===== src/rtl/ttt_display_formatter_pkg.sv =====
// ttt_display_formatter_pkg: digit-code fields, glyphs, FSM states and BCD helper
package ttt_display_formatter_pkg;
  localparam int EN_BIT = 5;
  localparam int HEX_LSB = 1;
  localparam int DP_BIT = 0;
  localparam logic [5:0] BLANK = 6'b000000;
  localparam logic [3:0] GLYPH_P1 = 4'h1;
  localparam logic [3:0] GLYPH_P2 = 4'h2;
  localparam logic [3:0] GLYPH_DRAW = 4'hD;
  typedef enum logic [1:0] {PLAY, WIN, DRAW} state_t;
  typedef logic [7:0][5:0] digits_t;
  function automatic logic [5:0] digit(input logic en, input logic [3:0] hex, input logic dp);
    logic [5:0] d;
    d = BLANK;
    d[EN_BIT] = en;
    d[HEX_LSB+:4] = hex;
    d[DP_BIT] = dp;
    return d;
  endfunction
  // Two-digit BCD step: clear wins over increment, 99 saturates
  function automatic logic [7:0] bcd_next(input logic [7:0] v, input logic clr, input logic inc);
    return clr ? 8'h00 :
           (!inc || v == 8'h99) ? v :
           (v[3:0] == 4'd9) ? {v[7:4] + 4'd1, 4'h0} : {v[7:4], v[3:0] + 4'd1};
  endfunction
endpackage


===== src/rtl/ttt_display_formatter_if.sv =====
// ttt_display_formatter_if: game events in, player/busy/digit codes out
interface ttt_display_formatter_if;
  logic move_valid;
  logic win;
  logic draw;
  logic new_game;
  logic clear_scores;
  logic cur_player;
  logic busy;
  logic [5:0] i0, i1, i2, i3, i4, i5, i6, i7;
  modport master (
    output move_valid, win, draw, new_game, clear_scores,
    input cur_player, busy, i0, i1, i2, i3, i4, i5, i6, i7
  );
  modport slave (
    input move_valid, win, draw, new_game, clear_scores,
    output cur_player, busy, i0, i1, i2, i3, i4, i5, i6, i7
  );
endinterface


===== src/rtl/ttt_display_formatter_bcd_counter_2d.sv =====
// bcd_counter_2d: two-digit BCD score counter saturating at 99
module bcd_counter_2d
  import ttt_display_formatter_pkg::*;
(
  input  logic       clk,
  input  logic       reset,
  input  logic       clr,
  input  logic       inc,
  output logic [3:0] tens,
  output logic [3:0] ones
);
  always_ff @(posedge clk) begin
    if (reset) {tens, ones} <= 8'h00;
    else {tens, ones} <= bcd_next({tens, ones}, clr, inc);
  end
endmodule


===== src/rtl/ttt_display_formatter.sv =====
// ttt_display_formatter: game FSM, blink timer and registered 8-digit display codes
module ttt_display_formatter
  import ttt_display_formatter_pkg::*;
#(
  parameter int BLINK_TICKS = 50_000_000,
  parameter int BLINK_COUNT = 6
) (
  input logic clk,
  input logic reset,
  ttt_display_formatter_if.slave bus
);
  localparam int TW = $clog2(BLINK_TICKS);
  localparam int BW = $clog2(BLINK_COUNT + 1);
  state_t state, state_n;
  logic cur_player, cp_n, phase, ph_n, inc1, inc2, tick, restart;
  logic [3:0] move_cnt, mc_n, p1_tens, p1_ones, p2_tens, p2_ones;
  logic [TW-1:0] timer, tm_n;
  logic [BW-1:0] blink_cnt, bc_n;
  logic [7:0] p1_n, p2_n;
  digits_t digits;
  bcd_counter_2d u_p1 (.clk(clk), .reset(reset), .clr(bus.clear_scores), .inc(inc1), .tens(p1_tens), .ones(p1_ones));
  bcd_counter_2d u_p2 (.clk(clk), .reset(reset), .clr(bus.clear_scores), .inc(inc2), .tens(p2_tens), .ones(p2_ones));
  // Display is built from next-state values so events show one cycle later
  function automatic digits_t layout(input state_t st, input logic cp, input logic [3:0] mc,
                                     input logic ph, input logic [7:0] s1, input logic [7:0] s2);
    digits_t d;
    logic hide1, hide2;
    hide1 = st == WIN && !ph && !cp;
    hide2 = st == WIN && !ph && cp;
    d[7] = hide1 ? BLANK : digit(s1[7:4] != 4'd0, s1[7:4], 1'b0);
    d[6] = hide1 ? BLANK : digit(1'b1, s1[3:0], 1'b0);
    d[5] = BLANK;
    d[4] = (st == WIN && !ph) ? BLANK : digit(1'b1, cp ? GLYPH_P2 : GLYPH_P1, 1'b1);
    d[3] = digit(1'b1, st == DRAW ? GLYPH_DRAW : mc, 1'b0);
    d[2] = BLANK;
    d[1] = hide2 ? BLANK : digit(s2[7:4] != 4'd0, s2[7:4], 1'b0);
    d[0] = hide2 ? BLANK : digit(1'b1, s2[3:0], 1'b0);
    return (st == DRAW && !ph) ? '0 : d;
  endfunction
  always_comb begin
    state_n = state;
    cp_n = cur_player;
    mc_n = move_cnt;
    tm_n = timer;
    ph_n = phase;
    bc_n = blink_cnt;
    inc1 = 1'b0;
    inc2 = 1'b0;
    tick = timer == TW'(BLINK_TICKS - 1);
    restart = bus.new_game || (state != PLAY && tick && blink_cnt == BW'(BLINK_COUNT - 1));
    if (restart) begin
      state_n = PLAY;
      cp_n = 1'b0;
      mc_n = 4'd0;
      tm_n = '0;
      ph_n = 1'b1;
      bc_n = '0;
    end else if (state == PLAY) begin
      if (bus.win || bus.draw) begin
        state_n = bus.win ? WIN : DRAW;
        inc1 = bus.win && !cur_player;
        inc2 = bus.win && cur_player;
        tm_n = '0;
        ph_n = 1'b1;
        bc_n = '0;
      end else if (bus.move_valid) begin
        cp_n = !cur_player;
        mc_n = move_cnt == 4'd9 ? 4'd9 : move_cnt + 4'd1;
      end
    end else if (tick) begin
      tm_n = '0;
      ph_n = !phase;
      bc_n = blink_cnt + BW'(1);
    end else begin
      tm_n = timer + TW'(1);
    end
    p1_n = bcd_next({p1_tens, p1_ones}, bus.clear_scores, inc1);
    p2_n = bcd_next({p2_tens, p2_ones}, bus.clear_scores, inc2);
  end
  always_ff @(posedge clk) begin
    if (reset) begin
      state <= PLAY;
      cur_player <= 1'b0;
      move_cnt <= 4'd0;
      timer <= '0;
      phase <= 1'b1;
      blink_cnt <= '0;
      digits <= layout(PLAY, 1'b0, 4'd0, 1'b1, 8'h00, 8'h00);
    end else begin
      state <= state_n;
      cur_player <= cp_n;
      move_cnt <= mc_n;
      timer <= tm_n;
      phase <= ph_n;
      blink_cnt <= bc_n;
      digits <= layout(state_n, cp_n, mc_n, ph_n, p1_n, p2_n);
    end
  end
  assign bus.cur_player = cur_player;
  assign bus.busy = state != PLAY;
  assign {bus.i7, bus.i6, bus.i5, bus.i4, bus.i3, bus.i2, bus.i1, bus.i0} = digits;
endmodule


===== src/flat_wrapper.sv =====
// flat-port wrapper written by rule: the top's interface ports become plain ports
module ttt_display_formatter_flat import ttt_display_formatter_pkg::*;
#(
  parameter int BLINK_TICKS = 50_000_000,
  parameter int BLINK_COUNT = 6
)
  (clk, reset, bus_move_valid, bus_win, bus_draw, bus_new_game, bus_clear_scores, bus_cur_player, bus_busy, bus_i0, bus_i1, bus_i2, bus_i3, bus_i4, bus_i5, bus_i6, bus_i7);
  ttt_display_formatter_if bus_i ();
  input logic clk;
  input logic reset;
  input wire logic [$bits(bus_i.move_valid)-1:0] bus_move_valid;
  input wire logic [$bits(bus_i.win)-1:0] bus_win;
  input wire logic [$bits(bus_i.draw)-1:0] bus_draw;
  input wire logic [$bits(bus_i.new_game)-1:0] bus_new_game;
  input wire logic [$bits(bus_i.clear_scores)-1:0] bus_clear_scores;
  output wire logic [$bits(bus_i.cur_player)-1:0] bus_cur_player;
  output wire logic [$bits(bus_i.busy)-1:0] bus_busy;
  output wire logic [$bits(bus_i.i0)-1:0] bus_i0;
  output wire logic [$bits(bus_i.i1)-1:0] bus_i1;
  output wire logic [$bits(bus_i.i2)-1:0] bus_i2;
  output wire logic [$bits(bus_i.i3)-1:0] bus_i3;
  output wire logic [$bits(bus_i.i4)-1:0] bus_i4;
  output wire logic [$bits(bus_i.i5)-1:0] bus_i5;
  output wire logic [$bits(bus_i.i6)-1:0] bus_i6;
  output wire logic [$bits(bus_i.i7)-1:0] bus_i7;
  assign bus_i.move_valid = bus_move_valid;
  assign bus_i.win = bus_win;
  assign bus_i.draw = bus_draw;
  assign bus_i.new_game = bus_new_game;
  assign bus_i.clear_scores = bus_clear_scores;
  assign bus_cur_player = bus_i.cur_player;
  assign bus_busy = bus_i.busy;
  assign bus_i0 = bus_i.i0;
  assign bus_i1 = bus_i.i1;
  assign bus_i2 = bus_i.i2;
  assign bus_i3 = bus_i.i3;
  assign bus_i4 = bus_i.i4;
  assign bus_i5 = bus_i.i5;
  assign bus_i6 = bus_i.i6;
  assign bus_i7 = bus_i.i7;
  ttt_display_formatter #(.BLINK_TICKS(BLINK_TICKS), .BLINK_COUNT(BLINK_COUNT)) u_core (.clk(clk), .reset(reset), .bus(bus_i));
endmodule

===== config.mk =====
export PLATFORM = sky130hd
export DESIGN_NAME = ttt_display_formatter_flat
export DESIGN_NICKNAME = d
export VERILOG_FILES = /design/src/rtl/ttt_display_formatter_pkg.sv /design/src/rtl/ttt_display_formatter_if.sv /design/src/rtl/ttt_display_formatter_bcd_counter_2d.sv /design/src/rtl/ttt_display_formatter.sv /design/src/flat_wrapper.sv
export SDC_FILE = /design/constraint.sdc
export NUM_CORES = 1
export LEC_CHECK = 0
export ABC_CLOCK_PERIOD_IN_PS = 3000
export BUFFER_PORTS_ARGS = -buffer_cell sky130_fd_sc_hd__buf_2
export CORE_ASPECT_RATIO = 0.6
export CORE_UTILIZATION = 35
export CTS_CLUSTER_DIAMETER = 30
export CTS_CLUSTER_SIZE = 25
export DETAILED_ROUTE_END_ITERATION = 10
export GPL_TIMING_DRIVEN = 0
export HOLD_SLACK_MARGIN = 0.06
export SLEW_MARGIN = 20
export SYNTH_ARGS = -nofsm -noshare
export SYNTH_HDL_FRONTEND = slang
export SYNTH_HIERARCHICAL = 1
export SYNTH_SLANG_ARGS = --single-unit

===== constraint.sdc =====
create_clock -name clk -period 3 [get_ports clk]
set_input_delay 0.6 -clock clk [delete_from_list [all_inputs] [get_ports clk]]
set_output_delay 0.6 -clock clk [all_outputs]
set_load 0.02 [all_outputs]

==> reports/metrics.yaml <==
p_int_mw: 1.83
p_total_mw: 2.40
synth-main-ff-cell: "dfxtp_1"
timing_hold_violations_final: 0
r2r-end: "u_core/bus.i4[2]"
hold_class: "reg2reg"
synthCells: 506
ios: 57
area_growth_pct: 18.1
maxCapViolations: 0
reg2reg_from: "u_core/timer[6]"
grt_pass1_wl_um: 17700
cts_tree: "done"
netlist_top_cells_area: "dfxtp_1 38%, a21oi_1 3.9%, ha_1 3.8%, buf_4 3.5%, a211oi_1 3.0%"
cts_setup_buffers: 0
drv_slew: 0
cp_common_cell: "clkbuf_1"
gr-total-overflow: 0
critical_path.startpoint: "u_core/timer[6]"
start_util: 0.359
yosysMostFrequentCell: "dfxtp_1"
hpwl_um: 7990
slew-limit-headroom: 0.279
coreArea_um2: 12000
critPathRequiredTime_ns: 3.19
wl_um: 11100
cellPowerDensity_nw_per_um2: 471
viasPerCell: 5.38
syn_avg_cell_area_um2: 8.54
num_vias: 3995
htreeDepth: 3
dieArea_um2: 12800
grt_pass1_vias: 3574
cts_made_buffers: 9
worstMarginPinSlew_ns: 1.07
insertion_delay_ns: 0.34
finClkSkew_ns: 0.00760
power_switching_mw: 0.574
diodes: 0
endpoint: "u_core/bus.i4[2]"
finalCritPeriodShare: 0.894
cp_slowest_cell: "clkbuf_1"
synth-compound-area-share: 0.207
rsz0062_at_grt: "no"
reg2reg_depth: 6
peakVddDrop_uv: 247
grt_max_degree: 15
crit_path_cell_trace: "clkbuf_1 > nor4b_2 > nand4_1 > o311ai_2 > clkbuf_1 > nor3_1"
worst_ep_arrival_time_ns: 2.87
yosysSeqAreaShare: 0.375
path_class: "reg2reg"
wl_per_cell_um: 14.9
yosys_warnings: 6
place_congestion: 0.833
placementRows: 31
yosys.area_share.simple: 0.254
p_sw_frac: 0.239
nNetsFinal: 592
drc_errors: 0
crit_path_end_kind: "register"
setup_ws_ns: 0.317
postRouteAntennaNets: 0
tns_ns: 0
drt_pass1_iterations: 5
leakagePower_nw: 1.85
fmax_ghz: 0.373
setup-violations-final: 0
synth.top_cell.area_share: 0.375
synthMuxAreaShare: 0.0232
die_w_um: 145
grt_use_total: 0.174
dp_slack_ns: 0.222
synthArstFlopShare: 0
rrSetupSlack_ns: 0.32
ys_top_cells_by_count: "81 x dfxtp_1, 34 x a21oi_1, 31 x nand2_1, 31 x nor2_1, 24 x nand3_1"
p_seq_frac: 0.452
critPathMaxStageDelay_ns: 0.54
synth_xor_area_frac: 0.0243
cts_max_path_buffers: 2
pwr-share-comb: 0.071
synth_top_family_by_area: "simple AND/OR/NAND/NOR gates"
cts_sinks: 81
outcome: "finished, final reports clean"
synth_area_leader_cell: "dfxtp_1"
placedCellCount: 726
startpoint_type: "register"
path_clk_slew_ns: 0.07
syn_area_um2: 4320
holdBufCountCts: 0
synth_edf_count: 0
antenna_found_initial: 0
synth_cell_type_count: 64
io_buffer_count: 37
ys_ff_latch: 81
drive_gt1_frac: 0.161
fin_cells: 742
synth-adder-area-share: 0.0376
clkPwrFrac: 0.477
ctsRootBufferMaster: "clkbuf_16"
die_y_um: 88.1
drt_iter0_drc: 359
place_area_um2: 4780
final_area_um2: 5100
cts_resized: 0
min_period_ns: 2.68
path_max_fanout: 10
[metrics by stage]
stage | hold slack (ns) | utilization
2_1_floorplan | 0.460 | -
3_3_place_gp | 0.482 | 0.398
3_5_place_dp | 0.498 | 0.398
4_1_cts | 0.506 | 0.424
5_1_grt | 0.542 | 0.424
6_report | 0.506 | 0.424
[kinds of logic after synthesis]
kind of cell | after synthesis
buffers and inverters | 66
other | 1
and+or+nand+nor | 191
adders and majority gates | 13
AOI/OAI and AO/OA | 132
muxes | 10
xor gates and xnor gates | 12
DFF | 81
[layer usage]
layer  vias to the layer above  GRT usage  wire (µm)
met2                       136      0.263       4640
met3                         8     0.0359        788
li1                       1982          -          -
met1                      1869      0.249       5550
met4                         0     0.0555         89
met5                         -          0          0
[sequential cells by signal, summed over array words and instances (netlist names)]
register and cells:
u_core/blink_cnt 3, u_core/bus.cur_player 1, u_core/bus.i0 5, u_core/bus.i1 5, u_core/bus.i3 5, u_core/bus.i4 3
u_core/bus.i6 5, u_core/bus.i7 5, u_core/move_cnt 4, u_core/phase 1, u_core/state 2, u_core/timer 26
u_core/u_p1/ones 4, u_core/u_p1/tens 4, u_core/u_p2/ones 4, u_core/u_p2/tens 4
[layout make-up]
class,count,area (µm²)
Fill cell,1206,6920
Multi-Input combinational cell,377,2440
Sequential cell,81,1620
Clock buffer,11,253
Buffer,44,253
Tap cell,165,206
Timing Repair Buffer,37,185
Inverter,22,82.6
Clock inverter,5,62.6
[layout by cell type (no fill, tap or decap), drive strengths merged, types with 9 or more instances in the layout]
| cell | netlist | layout |
|---|---|---|
| clkbuf | 17 | 28 |
| nand3 | 24 | 24 |
| xnor2 | 9 | 9 |
| a21oi | 34 | 34 |
| conb | 1 | 19 |
| nand2 | 31 | 31 |
| nand4 | 12 | 12 |
| a311oi | 13 | 13 |
| nor2 | 31 | 31 |
| a31oi | 11 | 11 |
| nor3 | 17 | 17 |
| buf | 27 | 64 |
| o21ai | 18 | 18 |
| a211oi | 17 | 17 |
| dfxtp | 81 | 81 |
| inv | 22 | 23 |
| ha | 13 | 13 |
| nor4 | 9 | 9 |
| mux2i | 10 | 10 |
[worst max-delay path, delay by kind of cell (launching register included)]
family	cells	cell delay (ns)
and+or+nand+nor	3	0.89
buffers and inverters	2	0.79
DFF	1	0.32
AOI/OAI and AO/OA	1	0.53
[worst min path at each step]
stage	start	slack (ns)	cells past startpoint	to
2_1_floorplan	u_core/timer[10]	0.46	1	u_core/timer[10]
3_3_place_gp	u_core/blink_cnt[1]	0.48	2	u_core/blink_cnt[1]
3_5_place_dp	u_core/timer[15]	0.50	1	u_core/timer[15]
4_1_cts	u_core/timer[15]	0.51	1	u_core/timer[15]
5_1_grt	u_core/timer[25]	0.54	1	u_core/timer[25]
6_report	u_core/timer[15]	0.51	1	u_core/timer[15]
[power groups by stage]
stage / Clock, mW / Combinational (mW) / Sequential, mW
floorplan: 0 / 0.117 / 1.11
global placement: 0 / 0.164 / 1.11
detailed placement: 0 / 0.166 / 1.11
CTS: 1.17 / 0.167 / 1.09
global route: 1.21 / 0.184 / 1.09
finish: 1.15 / 0.170 / 1.09
(Power assumes the default switching activity.)
